[src/rtl/fmap_streamer_pkg.sv]
// Shared helpers and types for the feature-map streamer: clog2 utility,
// FSM state encoding and the packed pixel type.
package functions_pkg;
  function automatic int clog2(input int value);
    int v;
    int r;
    v = value - 1;
    r = 0;
    while (v > 0) begin
      r++;
      v = v >> 1;
    end
    return r;
  endfunction
endpackage

package stream_pkg;
  localparam int PIX_CH_NUM     = 4;
  localparam int PIX_DOUT_WIDTH = 8;

  typedef enum logic [1:0] {
    IDLE  = 2'd0,
    RUN   = 2'd1,
    DRAIN = 2'd2
  } fmap_stream_state_t;

  typedef logic [PIX_CH_NUM-1:0][PIX_DOUT_WIDTH-1:0] pixel_t;
endpackage

[src/rtl/fmap_streamer_if.sv]
// Control, RAM-read and pixel-stream signals of the feature-map streamer.
// master = streamer side, slave = controller/RAM/consumer side.
interface fmap_streamer_if
  import functions_pkg::*;
#(
  parameter int FRAME_H_MAX = 224,
  parameter int FRAME_W_MAX = 224,
  parameter int DOUT_WIDTH  = 8,
  parameter int CH_NUM      = 4,
  parameter int ADDR_WIDTH  = clog2(FRAME_H_MAX*FRAME_W_MAX)
);
  localparam int HW = clog2(FRAME_H_MAX) + 1;
  localparam int WW = clog2(FRAME_W_MAX) + 1;

  logic [HW-1:0]                        frame_h;
  logic [WW-1:0]                        frame_w;
  logic [ADDR_WIDTH-1:0]                base_addr;
  logic                                 start;
  logic                                 hold;
  logic                                 busy;
  logic                                 done;
  logic                                 rd_en;
  logic [ADDR_WIDTH-1:0]                rd_addr;
  logic [CH_NUM-1:0][DOUT_WIDTH-1:0]    rd_data;
  logic                                 frame_start;
  logic                                 frame_end;
  logic                                 dout_vld;
  logic [CH_NUM-1:0][DOUT_WIDTH-1:0]    dout;

  modport master (
    input  frame_h, frame_w, base_addr, start, hold, rd_data,
    output busy, done, rd_en, rd_addr, frame_start, frame_end, dout_vld, dout
  );

  modport slave (
    output frame_h, frame_w, base_addr, start, hold, rd_data,
    input  busy, done, rd_en, rd_addr, frame_start, frame_end, dout_vld, dout
  );
endinterface

[src/rtl/fmap_streamer_raster_counter.sv]
// Row/column raster counter with clear and enable; flags the first and
// last position of an h x w frame.
module raster_counter #(
  parameter int HW = 9,
  parameter int WW = 9
) (
  input  logic          clk,
  input  logic          reset,
  input  logic          clr,
  input  logic          en,
  input  logic [HW-1:0] h,
  input  logic [WW-1:0] w,
  output logic [HW-1:0] row,
  output logic [WW-1:0] col,
  output logic          first,
  output logic          last
);
  logic [HW-1:0] row_reg;
  logic [WW-1:0] col_reg;
  logic          col_end;
  logic          row_end;

  assign col_end = (col_reg == w - WW'(1));
  assign row_end = (row_reg == h - HW'(1));

  always_ff @(posedge clk or posedge reset) begin
    if (reset) begin
      row_reg <= '0;
      col_reg <= '0;
    end else if (clr) begin
      row_reg <= '0;
      col_reg <= '0;
    end else if (en) begin
      if (col_end) begin
        col_reg <= '0;
        // Wrap the row too, so the counter is ready for the next frame
        row_reg <= row_end ? '0 : row_reg + HW'(1);
      end else begin
        col_reg <= col_reg + WW'(1);
      end
    end
  end

  assign row   = row_reg;
  assign col   = col_reg;
  assign first = (row_reg == '0) && (col_reg == '0);
  assign last  = row_end && col_end;
endmodule

[src/rtl/fmap_streamer.sv]
// Replays a stored feature map from a 1-cycle-latency RAM as a raster
// pixel stream with frame_start/frame_end markers.
module fmap_streamer
  import functions_pkg::*;
  import stream_pkg::*;
#(
  parameter int FRAME_H_MAX = 224,
  parameter int FRAME_W_MAX = 224,
  parameter int DOUT_WIDTH  = 8,
  parameter int CH_NUM      = 4,
  parameter int ADDR_WIDTH  = clog2(FRAME_H_MAX*FRAME_W_MAX)
) (
  input  logic            clk,
  input  logic            reset,
  fmap_streamer_if.master bus
);
  localparam int HW = clog2(FRAME_H_MAX) + 1;
  localparam int WW = clog2(FRAME_W_MAX) + 1;
  localparam logic [HW-1:0] H_MAX_V = HW'(FRAME_H_MAX);
  localparam logic [WW-1:0] W_MAX_V = WW'(FRAME_W_MAX);

  fmap_stream_state_t state_reg, state_next;

  logic [HW-1:0]                     h_reg;
  logic [WW-1:0]                     w_reg;
  logic [ADDR_WIDTH-1:0]             addr_reg;
  logic                              done_reg;
  logic                              dout_vld_reg;
  logic                              frame_start_reg;
  logic                              frame_end_reg;
  logic [CH_NUM-1:0][DOUT_WIDTH-1:0] dout_hold_reg;

  logic accept;
  logic zero_dim;
  logic issue;
  logic pix_first;
  logic pix_last;
  logic [HW-1:0] row_unused;
  logic [WW-1:0] col_unused;

  assign accept   = (state_reg == IDLE) && bus.start;
  assign zero_dim = (bus.frame_h == '0) || (bus.frame_w == '0);
  assign issue    = (state_reg == RUN) && !bus.hold;

  raster_counter #(.HW(HW), .WW(WW)) u_raster (
    .clk   (clk),
    .reset (reset),
    .clr   (accept),
    .en    (issue),
    .h     (h_reg),
    .w     (w_reg),
    .row   (row_unused),
    .col   (col_unused),
    .first (pix_first),
    .last  (pix_last)
  );

  always_ff @(posedge clk or posedge reset) begin
    if (reset) state_reg <= IDLE;
    else       state_reg <= state_next;
  end

  always_comb begin
    state_next = state_reg;
    case (state_reg)
      IDLE:    if (accept && !zero_dim) state_next = RUN;
      RUN:     if (issue && pix_last)   state_next = DRAIN;
      DRAIN:   state_next = IDLE;
      default: state_next = IDLE;
    endcase
  end

  always_comb begin
    bus.rd_en = 1'b0;
    bus.busy  = 1'b0;
    case (state_reg)
      RUN: begin
        bus.rd_en = issue;
        bus.busy  = 1'b1;
      end
      DRAIN:   bus.busy = 1'b1;
      default: ;
    endcase
  end

  always_ff @(posedge clk or posedge reset) begin
    if (reset) begin
      h_reg           <= '0;
      w_reg           <= '0;
      addr_reg        <= '0;
      done_reg        <= 1'b0;
      dout_vld_reg    <= 1'b0;
      frame_start_reg <= 1'b0;
      frame_end_reg   <= 1'b0;
      dout_hold_reg   <= '0;
    end else begin
      if (accept) begin
        h_reg    <= (bus.frame_h > H_MAX_V) ? H_MAX_V : bus.frame_h;
        w_reg    <= (bus.frame_w > W_MAX_V) ? W_MAX_V : bus.frame_w;
        addr_reg <= bus.base_addr;
      end else if (issue) begin
        // Address wraps modulo 2^ADDR_WIDTH by construction
        addr_reg <= addr_reg + ADDR_WIDTH'(1);
      end
      done_reg        <= (accept && zero_dim) || (state_reg == DRAIN);
      dout_vld_reg    <= issue;
      frame_start_reg <= issue && pix_first;
      frame_end_reg   <= issue && pix_last;
      if (dout_vld_reg) dout_hold_reg <= bus.rd_data;
    end
  end

  assign bus.rd_addr     = addr_reg;
  assign bus.done        = done_reg;
  assign bus.dout_vld    = dout_vld_reg;
  assign bus.frame_start = frame_start_reg;
  assign bus.frame_end   = frame_end_reg;
  // Pass RAM data straight through on valid beats, otherwise show the last beat
  assign bus.dout        = dout_vld_reg ? bus.rd_data : dout_hold_reg;
endmodule

[src/flat_wrapper.sv]
// flat-port wrapper written by rule: the top's interface ports become plain ports
module fmap_streamer_flat import functions_pkg::*; import stream_pkg::*;
#(
  parameter int FRAME_H_MAX = 224,
  parameter int FRAME_W_MAX = 224,
  parameter int DOUT_WIDTH  = 8,
  parameter int CH_NUM      = 4,
  parameter int ADDR_WIDTH  = clog2(FRAME_H_MAX*FRAME_W_MAX)
)
  (clk, reset, bus_frame_h, bus_frame_w, bus_base_addr, bus_start, bus_hold, bus_rd_data, bus_busy, bus_done, bus_rd_en, bus_rd_addr, bus_frame_start, bus_frame_end, bus_dout_vld, bus_dout);
  fmap_streamer_if #(.FRAME_H_MAX(FRAME_H_MAX), .FRAME_W_MAX(FRAME_W_MAX), .DOUT_WIDTH(DOUT_WIDTH), .CH_NUM(CH_NUM), .ADDR_WIDTH(ADDR_WIDTH)) bus_i ();
  input  logic clk;
  input  logic reset;
  input wire logic [$bits(bus_i.frame_h)-1:0] bus_frame_h;
  input wire logic [$bits(bus_i.frame_w)-1:0] bus_frame_w;
  input wire logic [$bits(bus_i.base_addr)-1:0] bus_base_addr;
  input wire logic [$bits(bus_i.start)-1:0] bus_start;
  input wire logic [$bits(bus_i.hold)-1:0] bus_hold;
  input wire logic [$bits(bus_i.rd_data)-1:0] bus_rd_data;
  output wire logic [$bits(bus_i.busy)-1:0] bus_busy;
  output wire logic [$bits(bus_i.done)-1:0] bus_done;
  output wire logic [$bits(bus_i.rd_en)-1:0] bus_rd_en;
  output wire logic [$bits(bus_i.rd_addr)-1:0] bus_rd_addr;
  output wire logic [$bits(bus_i.frame_start)-1:0] bus_frame_start;
  output wire logic [$bits(bus_i.frame_end)-1:0] bus_frame_end;
  output wire logic [$bits(bus_i.dout_vld)-1:0] bus_dout_vld;
  output wire logic [$bits(bus_i.dout)-1:0] bus_dout;
  assign bus_i.frame_h = bus_frame_h;
  assign bus_i.frame_w = bus_frame_w;
  assign bus_i.base_addr = bus_base_addr;
  assign bus_i.start = bus_start;
  assign bus_i.hold = bus_hold;
  assign bus_i.rd_data = bus_rd_data;
  assign bus_busy = bus_i.busy;
  assign bus_done = bus_i.done;
  assign bus_rd_en = bus_i.rd_en;
  assign bus_rd_addr = bus_i.rd_addr;
  assign bus_frame_start = bus_i.frame_start;
  assign bus_frame_end = bus_i.frame_end;
  assign bus_dout_vld = bus_i.dout_vld;
  assign bus_dout = bus_i.dout;
  fmap_streamer #(.FRAME_H_MAX(FRAME_H_MAX), .FRAME_W_MAX(FRAME_W_MAX), .DOUT_WIDTH(DOUT_WIDTH), .CH_NUM(CH_NUM), .ADDR_WIDTH(ADDR_WIDTH)) u_core (.clk(clk), .reset(reset), .bus(bus_i));
endmodule
[config.mk]
export PLATFORM = sky130hd
export DESIGN_NAME = fmap_streamer_flat
export DESIGN_NICKNAME = d
export VERILOG_FILES = /design/src/rtl/fmap_streamer_pkg.sv /design/src/rtl/fmap_streamer_if.sv /design/src/rtl/fmap_streamer_raster_counter.sv /design/src/rtl/fmap_streamer.sv /design/src/flat_wrapper.sv
export SDC_FILE = /design/constraint.sdc
export NUM_CORES = 1
export LEC_CHECK = 0
export BUFFER_PORTS_ARGS = -buffer_cell sky130_fd_sc_hd__buf_4
export CORE_MARGIN = 2
export CORE_UTILIZATION = 48
export DETAILED_ROUTE_END_ITERATION = 10
export PLACE_DENSITY = 0.79
export SLEW_MARGIN = 20
export SYNTH_ARGS = -nofsm -noshare
export SYNTH_HDL_FRONTEND = slang
export SYNTH_SLANG_ARGS = --single-unit
export TNS_END_PERCENT = 100
[constraint.sdc]
create_clock -name clk -period 2.4 [get_ports clk]
set_clock_uncertainty 0.05 [all_clocks]
set_input_delay 0.24 -clock clk [delete_from_list [all_inputs] [get_ports clk]]
set_output_delay 0.24 -clock clk [all_outputs]
set_load 0.005 [all_outputs]
# Yosys cells after proc, flatten, opt, wreduce, memory -nomap -nowiden
# Cells that the tools add are included.
[classes] n_addsub=5 magnitude_cmp=2 eq_ne=6 mux=17 reduce_logical=22
[op_table] op="9-bit 2-to-1 mux" n=9
[op_table] op="9-bit logical NOT" n=4
[op_table] op="16-bit 2-to-1 mux" n=2
[op_table] op="32-bit 2-to-1 mux" n=1
[op_table] op="9-bit by 1-bit adder with 9-bit output, second input constant" n=2
[op_table] op="9-bit == test" n=2
[op_table] op="9-bit by 8-bit > comparator with 1-bit output, second input constant" n=2
[op_table] op="9-bit by 1-bit subtractor with 9-bit output, second input constant" n=2
[op_table] op="16-bit by 1-bit adder with 16-bit output, second input constant" n=1
[op_table] op="1-bit logical AND" n=8
[op_table] op="2-bit 2-to-1 mux" n=2
[op_table] op="2-bit inequality test, second input constant" n=2
[op_table] op="2-bit one-hot mux with 2 select lines" n=1
[op_table] op="2-bit AND reduction" n=2
[op_table] op="2-bit nonzero test" n=2
[op_table] op="2-bit by 1-bit == test with 1-bit output, second input constant" n=1
[op_table] op="2-bit == test, second input constant" n=1
[op_table] op="1-bit logical NOT" n=2
[op_table] op="2-bit logical NOT" n=1
[op_table] op="1-bit logical OR" n=2
[op_table] op="1-bit 2-to-1 mux" n=2
[op_table] op="2-bit OR reduction" n=1
[word_totals] reg_bits=90 inputBits=70 output_inout_bits=54 wordCells=66

# Depth between registers and ports, before layout
# Gate-level depths: netlist (run 1).
[logic_depth] word_depth=6 depth_mapped=11 mapped_depth_nobuf=9

# By module
# From an unflattened synthesis (run 1), not the netlist that was laid out.
[unflattened] cells_unflattened=476 area_unflattened_um2=4934.7
[modules_own_cells] mod="fmap_streamer" instances=1 cells_each=276 area_per_inst_um2=3181.8 seq_area_each_um2=1801.7
[modules_own_cells] mod="raster_counter" instances=1 cells_each=200 area_per_inst_um2=1752.9 seq_area_each_um2=450.4

# Worst setup path after synthesis (run 1)
# Ideal clock, no wire load.
[synth_path] path_type="reg-to-reg" start="register u_core.h_reg[0]" end="register u_core.state_reg[0]" setup_time_ns=0.128 t_arrival_ns=2.434 slack_ns=-0.212 path_stages_with_launch=11 period_less_slack_ns=2.612 cell_sequence="dfrtp_1 -> inv_1 -> ha_1 -> clkbuf_1 -> nand2_1 -> mux2i_1 -> a21oi_1 -> a2111oi_4 -> nand3b_2 -> o41ai_4 -> mux2_1"
[synth_via] elab_chain_len=6
[synth_lines] element="from (decl)" line_no="fmap_streamer.sv:24" rtl="logic [HW-1:0] h_reg;"
[synth_lines] element="from (signal assigned)" line_no="fmap_streamer.sv:98" rtl="h_reg <= (bus.frame_h > H_MAX_V) ? H_MAX_V : bus.frame_h;"
[synth_lines] element="9-bit by 1-bit subtractor with 9-bit output" line_no="fmap_streamer_raster_counter.sv:24" rtl="assign row_end = (row_reg == h - HW'(1));"
[synth_lines] element="9-bit == test" line_no="fmap_streamer_raster_counter.sv:24"
[synth_lines] element="1-bit logical AND" line_no="fmap_streamer_raster_counter.sv:47" rtl="assign last = row_end && col_end;"
[synth_lines] element="1-bit logical AND" line_no="fmap_streamer.sv:67" rtl="RUN: if (issue && pix_last) state_next = DRAIN;"
[synth_lines] element="2-bit inequality test (no source line)"
[synth_lines] element="2-bit AND reduction (no source line)"
[synth_lines] element="to (signal assigned)" line_no="fmap_streamer.sv:60" rtl="else state_reg <= state_next;"
[synth_lines] element="to (decl)" line_no="fmap_streamer.sv:22" rtl="fmap_stream_state_t state_reg, state_next;"
# Every way passes these cells.
# A chain may end at the register's enable or synchronous reset.

# Final worst setup path (run 1)
[layout_path] start="register u_core.w_reg[1]" end="register u_core.state_reg[0]"
[layout_via] elab_chain_len=6
[layout_lines] element="from (decl)" line_no="fmap_streamer.sv:25" rtl="logic [WW-1:0] w_reg;"
[layout_lines] element="from (signal assigned)" line_no="fmap_streamer.sv:99" rtl="w_reg <= (bus.frame_w > W_MAX_V) ? W_MAX_V : bus.frame_w;"
[layout_lines] element="9-bit by 1-bit subtractor with 9-bit output" line_no="fmap_streamer_raster_counter.sv:23" rtl="assign col_end = (col_reg == w - WW'(1));"
[layout_lines] element="9-bit == test" line_no="fmap_streamer_raster_counter.sv:23"
[layout_lines] element="1-bit logical AND" line_no="fmap_streamer_raster_counter.sv:47"
[layout_lines] element="1-bit logical AND" line_no="fmap_streamer.sv:67"
[layout_lines] element="2-bit inequality test (no source line)"
[layout_lines] element="2-bit AND reduction (no source line)"
# Every way passes these cells.

==> flow_metrics.env, run 1 <==
export IMPL_status="finished with violations"
export IMPL_violations="negative setup slack"
export IMPL_powerDensity_nw_per_um2=1220
export IMPL_syn_nets=552
export IMPL_peakVddDrop_v=0.000678
export IMPL_antenna_left=0
export IMPL_crit_type="reg2reg"
export IMPL_seq_area_um2=2250
export IMPL_fin_util=0.680
export IMPL_gp_congestion=0.801
export IMPL_yosysMostFrequentCell="dfrtp_1"
export IMPL_end_kind="register"
export IMPL_yosys_area_top_type_share=0.469
export IMPL_cp_start_kind="register"
export IMPL_grt_pass1_wl_um=20500
export IMPL_p_seq_frac=0.322
export IMPL_slew_headroom=0.521
export IMPL_ys_warn_count=0
export IMPL_areaGrowthSynthToFinish_pct=37.8
export IMPL_critPathMaxStageDelay_ns=0.39
export IMPL_largest_reg_flops=32
export IMPL_final_layout_size_suffix_gt1_frac=0.413
export IMPL_grt_pass1_vias=4189
export IMPL_post_route_period_util=1.06
export IMPL_core_area_um2=9730
export IMPL_yosysUniqueCellTypes=59
export IMPL_nets=717
export IMPL_worst_pin_slew_ns=0.717
export IMPL_grt_max_degree=61
export IMPL_synth_edff_count=0
export IMPL_cts_root_buf="clkbuf_8"
export IMPL_slew_violations=0
export IMPL_worst_r2r_setup_slack_ns=-0.14
export IMPL_required_ns=2.61
export IMPL_track_usage=0.231
export IMPL_power_frac_comb=0.550
export IMPL_crit_fanout=6
export IMPL_crit_arrival_ns=2.75
export IMPL_avgSynthCellArea_um2=10.2
export IMPL_min_period_ns=2.54
export IMPL_yosysTopAreaCell="dfrtp_1"
export IMPL_multi_input_area_um2=2600
export IMPL_crit_path_cell_trace="inv_2, ha_4, o21ba_4, a221oi_2, a41oi_2, and4bb_4, nand2_4, o41ai_4, mux2_4"
export IMPL_maxCapViolations=0
export IMPL_antenna_found_initial=0
export IMPL_cts_buffer_depth=2
export IMPL_synth_commonest_cells="dfrtp_1, nand2_1, mux2_2"
export IMPL_vias=4290
export IMPL_hold_path_class="in2reg"
export IMPL_die_w_um=104
export IMPL_firstDrtPassIters=4
export IMPL_critPathSlowestCell="dfrtp_1"
export IMPL_synth_ff_type="dfrtp_1"
export IMPL_post_drt_wl_per_cell_um=16.8
export IMPL_fillers=725
export IMPL_synthCells=470
export IMPL_insertion_delay_ns=0.37
export IMPL_grt_overflow=0
export IMPL_hpwlAfterDp_um=9140
export IMPL_die_height_um=104
export IMPL_numPortBuffers=123
export IMPL_rows=36
export IMPL_power_internal_mw=4.93
export IMPL_power_switching_mw=3.13
export IMPL_yosysSeqAreaShare=0.469
export IMPL_fmaxAchievable_ghz=0.394
export IMPL_wl_um=13000
export IMPL_grt_setup_unrepaired="yes"
export IMPL_ys_ff_latch=90
export IMPL_antenna_cells=0
export IMPL_dieArea_um2=10800
export IMPL_clkPwrFrac=0.129
export IMPL_place_ws_ns=-0.179
export IMPL_synth_area_leaders="dfrtp_1, mux2_2, nand2_1"
export IMPL_synth_area_um2=4800
export IMPL_hold_viol=0
export IMPL_setup_slack_ns=-0.136
export IMPL_setup_violations=3
export IMPL_swShare=0.388
export IMPL_tritoncts="built"
export IMPL_drt_iter0_drc=323
export IMPL_num_io_pins=124
export IMPL_power_leakage_nw=3.06
export IMPL_clkSlewWorstSetupHoldPaths_ns=0.10
export IMPL_viasPerCell=5.55
export IMPL_clock_sinks=90
export IMPL_async_flop_share=1.00
export IMPL_cts_inserted_buffers=9
export IMPL_cts_max_level=3
export IMPL_remaining_drc_errors=0
export IMPL_initial_utilization=0.493
-- power groups by stage --
stage	Clock, mW	Sequential (mW)	Combinational [mW]
after global routing	1.11	2.66	4.78
after global placement	0	2.54	3.65
after CTS	1.05	2.56	4.04
after detailed placement	0	2.58	3.82
final	1.04	2.59	4.43
after floorplan	0	2.51	2.18
-- critical path: cells and delay by family (launching register included) --
family / cells / cell delay, ns
flops: 1 / 0.39
simple gates: 2 / 0.45
mux: 1 / 0.33
compound gates: 4 / 0.95
buf+inv: 1 / 0.07
fa+ha+maj: 1 / 0.19
-- worst paths after layout --
path                       cells past startpoint                               start                                  to
min in group asynchronous                      3                               reset   u_core.dout_hold_reg[8]$_DFF_PP0_
min reg2reg                                    1  u_core.dout_hold_reg[17]$_DFF_PP0_  u_core.dout_hold_reg[17]$_DFF_PP0_
max in group asynchronous                      4                               reset  u_core.u_raster.col[5]$_DFFE_PP0P_
max                                            9         u_core.w_reg[1]$_DFFE_PP0P_     u_core.state_reg[0]$_DFFE_PP0P_
min                                            3                    bus_base_addr[3]   u_core.bus.rd_addr[3]$_DFFE_PP0P_
max reg2reg                                    9         u_core.w_reg[1]$_DFFE_PP0P_     u_core.state_reg[0]$_DFFE_PP0P_
-- through the flow --
stage	instances	area [µm²]	hold WS, ns	setup TNS, ns	power (mW)
floorplan	470	4830	0.307	-0.255	4.68
global placement	746	6140	0.326	-0.202	6.18
detailed placement	746	6140	0.345	-1.16	6.40
CTS	768	6440	0.0137	-0.0555	7.65
global route	773	6620	0.0304	-1.01	8.55
finish	773	6620	0.0202	-0.300	8.06
-- cell usage in the layout, fill, tap and decap left out, types with 10 or more instances in the layout --
cell type    n
clkbuf_8    10
inv_1       11
dfrtp_1     89
buf_4      171
xor2_1      22
mux2_2      32
a21oi_1     11
o21ai_0     30
nor2_1      17
and3_1      15
a31oi_1     10
xnor2_1     14
ha_1        10
nand2_1     56
nand3_1     14
-- repair_timing --
item                       4_1_cts  5_1_grt
setup buffers                    5        6
hold endpoints to repair        30        0
setup endpoints to repair        8       16
resized for setup               16       27
gates cloned                     0        1
hold buffers                     1        0
pin swaps                        7       16
-- metal layers --
layer / share of wire / wire, µm / vias to the layer above / global-route usage
li1: - / - / 2005 / -
met1: 0.39 / 5110 / 2103 / 0.277
met2: 0.53 / 6890 / 151 / 0.417
met3: 0.052 / 677 / 31 / 0.0495
met4: 0.023 / 294 / 0 / 0.0676
met5: 0 / 0 / - / 0
-- layout make-up --
class | instances | area share
repair buffers | 175 | 0.202
clock buffers | 10 | 0.0208
flip-flops and latches | 90 | 0.341
well taps | 133 | 0.0252
clock inverters | 6 | 0.00813
multi-input cells | 343 | 0.394
inverters | 16 | 0.00965
-- cell families after synthesis --
kind of cell	after synthesis	share of synthesized area
xor+xnor	38	0.0722
mux	40	0.0923
compound gates	90	0.127
fa+ha+maj	12	0.0313
buf+inv	37	0.0318
simple gates	163	0.176
flops	90	0.469
Power figures use the tool's default switching activity.
==> inputs of run 2 (changes only) <==
--- a/config.mk
+++ b/config.mk
@@ -6,10 +6,10 @@
 export NUM_CORES = 1
 export LEC_CHECK = 0
 export BUFFER_PORTS_ARGS = -buffer_cell sky130_fd_sc_hd__buf_4
-export CORE_MARGIN = 2
-export CORE_UTILIZATION = 48
+export CORE_MARGIN = 5
+export CORE_UTILIZATION = 45
 export DETAILED_ROUTE_END_ITERATION = 10
-export PLACE_DENSITY = 0.79
+export PLACE_DENSITY = 0.75
 export SLEW_MARGIN = 20
 export SYNTH_ARGS = -nofsm -noshare
 export SYNTH_HDL_FRONTEND = slang
==> run 2 against run 1 <==
  * The run still ends with negative setup slack left
  * Count of clock-buffer cells in the layout stayed put
  * Maximum frequency rose by 3.3%
  * Critical path depth is 1 lower
  * Clock power about the same
  * Wire length rose by 1.5%
  * Total power is 0.49% lower
  * First-iteration DRC count down 36%
  * Die area grew 19%
  * Cell area increased by 1.1%
  * Largest cell class unchanged
  * Register-to-register slack better by 0.08 ns
  * Setup slack gained 0.082 ns
  * Sequential power about the same
==> flow_metrics.env, run 2 (synthesis gave the netlist of run 1 again) <==
export IMPL_power_total_mw=8.02
export IMPL_powerDensity_nw_per_um2=1200
export IMPL_dp_cells=758
export IMPL_p_seq_frac=0.321
export IMPL_numPortBuffers=123
export IMPL_core_area_um2=10400
export IMPL_grt_overflow=0
export IMPL_power_switching_mw=3.05
export IMPL_cts_max_level=3
export IMPL_required_ns=2.61
export IMPL_cts_buffer_depth=2
export IMPL_rows=37
export IMPL_viasPerCell=5.36
export IMPL_drt_iter0_drc=208
export IMPL_crit_fanout=2
export IMPL_crit_type="reg2reg"
export IMPL_remaining_drc_errors=0
export IMPL_cp_startpoint="u_core.h_reg[1]$_DFFE_PP0P_"
export IMPL_cts_inserted_buffers=9
export IMPL_antenna_cells=0
export IMPL_vias=4218
export IMPL_clock_sinks=90
export IMPL_peakVddDrop_v=0.000631
export IMPL_final_layout_size_suffix_gt1_frac=0.418
export IMPL_fmaxAchievable_ghz=0.407
export IMPL_post_drt_wl_per_cell_um=16.7
export IMPL_power_internal_mw=4.96
export IMPL_firstDrtPassIters=5
export IMPL_worst_pin_slew_ns=0.687
export IMPL_grt_max_degree=44
export IMPL_post_route_period_util=1.02
export IMPL_fin_cells=787
export IMPL_dieArea_um2=12800
export IMPL_critPathCapture="u_core.state_reg[1]$_DFFE_PP0P_"
export IMPL_track_usage=0.204
export IMPL_grt_setup_unrepaired="yes"
export IMPL_worst_r2r_setup_slack_ns=-0.05
export IMPL_clkSlewWorstSetupHoldPaths_ns=0.10
export IMPL_gp_congestion=0.835
export IMPL_antenna_found_initial=0
export IMPL_hpwlAfterDp_um=9640
export IMPL_die_w_um=113
export IMPL_antenna_left=0
export IMPL_power_leakage_nw=3.12
export IMPL_swShare=0.381
export IMPL_hold_path_class="in2reg"
export IMPL_insertion_delay_ns=0.37
export IMPL_layout_commonest_cell="buf_4"
export IMPL_clkPwrFrac=0.129
export IMPL_tritoncts="built"
export IMPL_setup_slack_ns=-0.0541
export IMPL_wl_um=13200
export IMPL_maxCapViolations=0
export IMPL_initial_utilization=0.463
export IMPL_worstReg2RegStart="u_core.h_reg[1]$_DFFE_PP0P_"
export IMPL_num_io_pins=124
export IMPL_largest_reg_flops=32
export IMPL_setup_violations=3
export IMPL_ff2ff_path_depth=8
export IMPL_areaGrowthSynthToFinish_pct=39.3
export IMPL_slew_headroom=0.541
export IMPL_grt_pass1_wl_um=21300
export IMPL_crit_arrival_ns=2.66
export IMPL_rr_endpoint="u_core.state_reg[1]$_DFFE_PP0P_"
export IMPL_power_frac_comb=0.550
export IMPL_final_cell_mix="buf_4, dfrtp_1, nand2_1"
export IMPL_nets=728
export IMPL_cts_root_buf="clkbuf_8"
export IMPL_status="finished with violations"
export IMPL_violations="negative setup slack"
export IMPL_hold_viol=0
export IMPL_grt_pass1_vias=4399
export IMPL_place_ws_ns=-0.230
export IMPL_die_height_um=113
export IMPL_slew_violations=0
export IMPL_end_kind="register"
export IMPL_hp_start="bus_base_addr[9]"
export IMPL_cp_start_kind="register"
export IMPL_min_period_ns=2.45
run 2: how the worst min path moves through the flow:
stage                                               endpoint  slack (ns)  cells past startpoint
after floorplan            u_core.bus.rd_addr[0]$_DFFE_PP0P_        0.31                      2
after global placement    u_core.dout_hold_reg[21]$_DFF_PP0_        0.33                      2
after detailed placement         u_core.w_reg[1]$_DFFE_PP0P_        0.34                      2
after CTS                  u_core.bus.rd_addr[4]$_DFFE_PP0P_        0.01                      3
after global routing       u_core.bus.rd_addr[9]$_DFFE_PP0P_        0.01                      3
final                      u_core.bus.rd_addr[9]$_DFFE_PP0P_        0.02                      3
run 2: power by group through the flow:
stage | combinational (mW) | sequential (mW) | clock [mW]
2_1_floorplan | 2.18 | 2.51 | 0
3_3_place_gp | 3.76 | 2.53 | 0
3_5_place_dp | 3.90 | 2.57 | 0
4_1_cts | 4.18 | 2.55 | 1.06
5_1_grt | 4.81 | 2.65 | 1.14
6_report | 4.41 | 2.57 | 1.04
run 2: per-layer routing:
layer,wire length [µm],track usage,up-vias
li1,-,-,2021
met1,5270,0.250,2045
met2,6890,0.357,125
met3,681,0.0417,27
met4,331,0.0721,0
met5,0,0,-
run 2: worst max-delay path: stages, from the launching register on:
cell and delay, ns:
dfrtp_1 0.39, inv_2 0.07, ha_4 0.27, xor2_1 0.17
nand3_1 0.15, a2111oi_4 0.39, nand3b_4 0.13, o41ai_4 0.40
mux2_4 0.34
run 2: area by class of cell:
cell class | instances | area (µm²)
Fill cell | 821 | 3680
Inverter | 16 | 63.8
Multi-Input combinational cell | 343 | 2560
Tap cell | 136 | 170
Timing Repair Buffer | 186 | 1450
Sequential cell | 90 | 2250
Clock buffer | 10 | 138
Clock inverter | 6 | 56.3
run 2: stage by stage:
step                cell area [µm²]  setup TNS [ns]  hold slack (ns)   util
CTS                            6560          -0.175           0.0125  0.632
floorplan                      4830          -0.255            0.307      -
finish                         6690          -0.133           0.0150  0.645
global placement               6220          -0.440            0.327  0.600
detailed placement             6220           -1.18            0.338  0.600
global route                   6690           -1.40           0.0110  0.645
run 2: timing repair:
item	CTS	global route
hold endpoints to repair	26	0
gates resized for setup	19	22
hold buffers	1	0
pin swaps	7	15
setup endpoints to repair	10	19
setup buffers	7	4
gates cloned	0	1
==> inputs of run 3 (changes only) <==
--- a/config.mk
+++ b/config.mk
@@ -6,10 +6,12 @@
 export NUM_CORES = 1
 export LEC_CHECK = 0
 export BUFFER_PORTS_ARGS = -buffer_cell sky130_fd_sc_hd__buf_4
+export CELL_PAD_IN_SITES_DETAIL_PLACEMENT = 1
+export CELL_PAD_IN_SITES_GLOBAL_PLACEMENT = 1
 export CORE_MARGIN = 5
-export CORE_UTILIZATION = 45
+export CORE_UTILIZATION = 37
 export DETAILED_ROUTE_END_ITERATION = 10
-export PLACE_DENSITY = 0.75
+export PLACE_DENSITY = 0.8
 export SLEW_MARGIN = 20
 export SYNTH_ARGS = -nofsm -noshare
 export SYNTH_HDL_FRONTEND = slang
==> run 3 against run 2 <==
  * The flow still finishes with violations (negative setup slack)
  * Wire length rose by 31%
  * Count of clock-buffer cells in the layout grew 1
  * Clock power increased by 46%
  * Sequential power is 2% higher
  * Maximum frequency down 3.8%
  * Critical path depth up 1
  * Largest power group unchanged
==> flow_metrics.env, run 3 (synthesis gave the netlist of run 1 again) <==
export IMPL_path_delay_family="compound AO/OA/AOI/OAI gates"
export IMPL_seq_area_um2=2250
export IMPL_post_drt_wl_per_cell_um=20.7
export IMPL_rows=41
export IMPL_hold_path_class="in2reg"
export IMPL_cp_start_kind="register"
export IMPL_nets=738
export IMPL_gp_congestion=0.860
export IMPL_antenna_cells=0
export IMPL_worst_r2r_setup_slack_ns=-0.15
export IMPL_cts_inserted_buffers=9
export IMPL_firstDrtPassIters=4
export IMPL_vias=4424
export IMPL_post_route_period_util=1.06
export IMPL_power_leakage_nw=3.25
export IMPL_grt_overflow=0
export IMPL_initial_utilization=0.379
export IMPL_maxCapViolations=0
export IMPL_grt_pass1_wl_um=24800
export IMPL_antenna_left=0
export IMPL_core_area_um2=12700
export IMPL_hold_viol=0
export IMPL_layout_commonest_cell="buf_4"
export IMPL_num_io_pins=124
export IMPL_end_kind="register"
export IMPL_violations="negative setup slack"
export IMPL_slew_violations=0
export IMPL_slew_headroom=0.485
export IMPL_numPortBuffers=123
export IMPL_critPathSlowestCell="dfrtp_1"
export IMPL_die_w_um=124
export IMPL_clock_sinks=90
export IMPL_powerDensity_nw_per_um2=1280
export IMPL_peakVddDrop_v=0.000536
export IMPL_largest_reg_flops=32
export IMPL_final_cell_mix="buf_4, dfrtp_1, nand2_1"
export IMPL_cts_max_level=3
export IMPL_clkSlewWorstSetupHoldPaths_ns=0.06
export IMPL_cts_buffer_depth=2
export IMPL_tritoncts="built"
export IMPL_wl_um=17300
export IMPL_areaGrowthSynthToFinish_pct=46.7
export IMPL_post_dp_cell_area_um2=6320
export IMPL_grt_pass1_vias=4855
export IMPL_track_usage=0.207
export IMPL_grt_max_degree=44
export IMPL_worst_pin_slew_ns=0.771
export IMPL_antenna_found_initial=0
export IMPL_dieArea_um2=15400
export IMPL_setup_violations=18
export IMPL_power_total_mw=9.01
export IMPL_grt_setup_unrepaired="yes"
export IMPL_cts_root_buf="clkbuf_16"
export IMPL_status="finished with violations"
export IMPL_crit_path_cell_trace="xor2_1, a211oi_1, a311oi_2, nand2_2, a211oi_4, buf_4, buf_8, a21oi_2, a31oi_1"
export IMPL_insertion_delay_ns=0.36
export IMPL_final_layout_size_suffix_gt1_frac=0.446
export IMPL_die_height_um=124
export IMPL_multi_input_area_um2=2660
export IMPL_drt_iter0_drc=219
export IMPL_setup_slack_ns=-0.152
export IMPL_remaining_drc_errors=0
export IMPL_final_area_um2=7040
export IMPL_fmaxAchievable_ghz=0.392
export IMPL_fillers=1430
export IMPL_crit_type="reg2reg"
export IMPL_path_buf_inv=2
export IMPL_critPathMaxStageDelay_ns=0.47
export IMPL_hpwlAfterDp_um=11500
export IMPL_crit_arrival_ns=2.77
export IMPL_required_ns=2.62
export IMPL_viasPerCell=5.31
export IMPL_crit_fanout=7
export IMPL_min_period_ns=2.55
==> run 3: cell count changes in the layout (fill, tap and decap cells not counted), moves of 3 or more <==
| cell | change |
|---|---|
| a21oi_2 | +5 |
| nand2b_1 | -4 |
| a21oi_1 | -5 |
| nand2b_4 | +4 |
| inv_6 | -3 |
| clkbuf_16 | +9 |
| buf_4 | +9 |
| clkbuf_8 | -10 |
==> run 3: area by class of cell <==
| cell class | count | share of cell area |
|---|---|---|
| Multi-Input combinational cell | 343 | 0.378 |
| Sequential cell | 90 | 0.320 |
| Timing Repair Buffer | 196 | 0.218 |
| Clock buffer | 11 | 0.0331 |
| Tap cell | 172 | 0.0306 |
| Clock inverter | 5 | 0.0112 |
| Inverter | 16 | 0.00907 |
==> run 3: stage by stage <==
stage / hold WS, ns / setup slack [ns] / util / std cells / TNS, ns
floorplan: 0.307 / -0.128 / - / 470 / -0.255
global placement: 0.351 / -0.141 / 0.498 / 799 / -0.282
detailed placement: 0.368 / -0.319 / 0.498 / 799 / -1.25
CTS: 0.0319 / -0.0979 / 0.535 / 823 / -0.353
global route: 0.0402 / -0.239 / 0.556 / 833 / -2.98
finish: 0.0404 / -0.152 / 0.556 / 833 / -1.31
==> run 3: worst min-delay path, cell delays in order <==
cell and delay (ns):
buf_4 0.07, nand2_1 0.03, o21ai_0 0.06
==> run 3: timing repair <==
item | 4_1_cts | 5_1_grt
gates resized for setup | 19 | 41
endpoints found under the hold margin | 31 | 0
endpoints found under the setup margin | 9 | 20
hold buffers | 1 | 0
buffers inserted | 7 | 10
pin swaps | 10 | 23
cloned | 0 | 1
==> run 3: final timing paths <==
| kind | cells past startpoint | end | from |
|---|---|---|---|
| max reg2reg | 9 | u_core.u_raster.col[4]$_DFFE_PP0P_ | u_core.u_raster.col[7]$_DFFE_PP0P_ |
| max in group asynchronous | 4 | u_core.u_raster.col[3]$_DFFE_PP0P_ | reset |
| min in group asynchronous | 3 | u_core.dout_hold_reg[28]$_DFF_PP0_ | reset |
| min | 3 | u_core.bus.rd_addr[7]$_DFFE_PP0P_ | bus_base_addr[7] |
| min reg2reg | 1 | u_core.dout_hold_reg[29]$_DFF_PP0_ | u_core.dout_hold_reg[29]$_DFF_PP0_ |
| max | 9 | u_core.u_raster.col[4]$_DFFE_PP0P_ | u_core.u_raster.col[7]$_DFFE_PP0P_ |
==> run 3: power by group <==
| part | switching [mW] | internal (mW) | total, mW | leakage, nW |
|---|---|---|---|---|
| Combinational | 2.31 | 2.57 | 4.88 | 1.97 |
| Sequential | 0.493 | 2.12 | 2.61 | 1.13 |
| Clock | 0.613 | 0.912 | 1.52 | 0.153 |
| Total | 3.42 | 5.60 | 9.01 | 3.25 |
==> run 3: layer usage <==
| metal | GRT usage | share of wire |
|---|---|---|
| met5 | 0 | 0 |
| met4 | 0.0575 | 0.026 |
| met3 | 0.0609 | 0.052 |
| met2 | 0.385 | 0.54 |
| met1 | 0.228 | 0.38 |
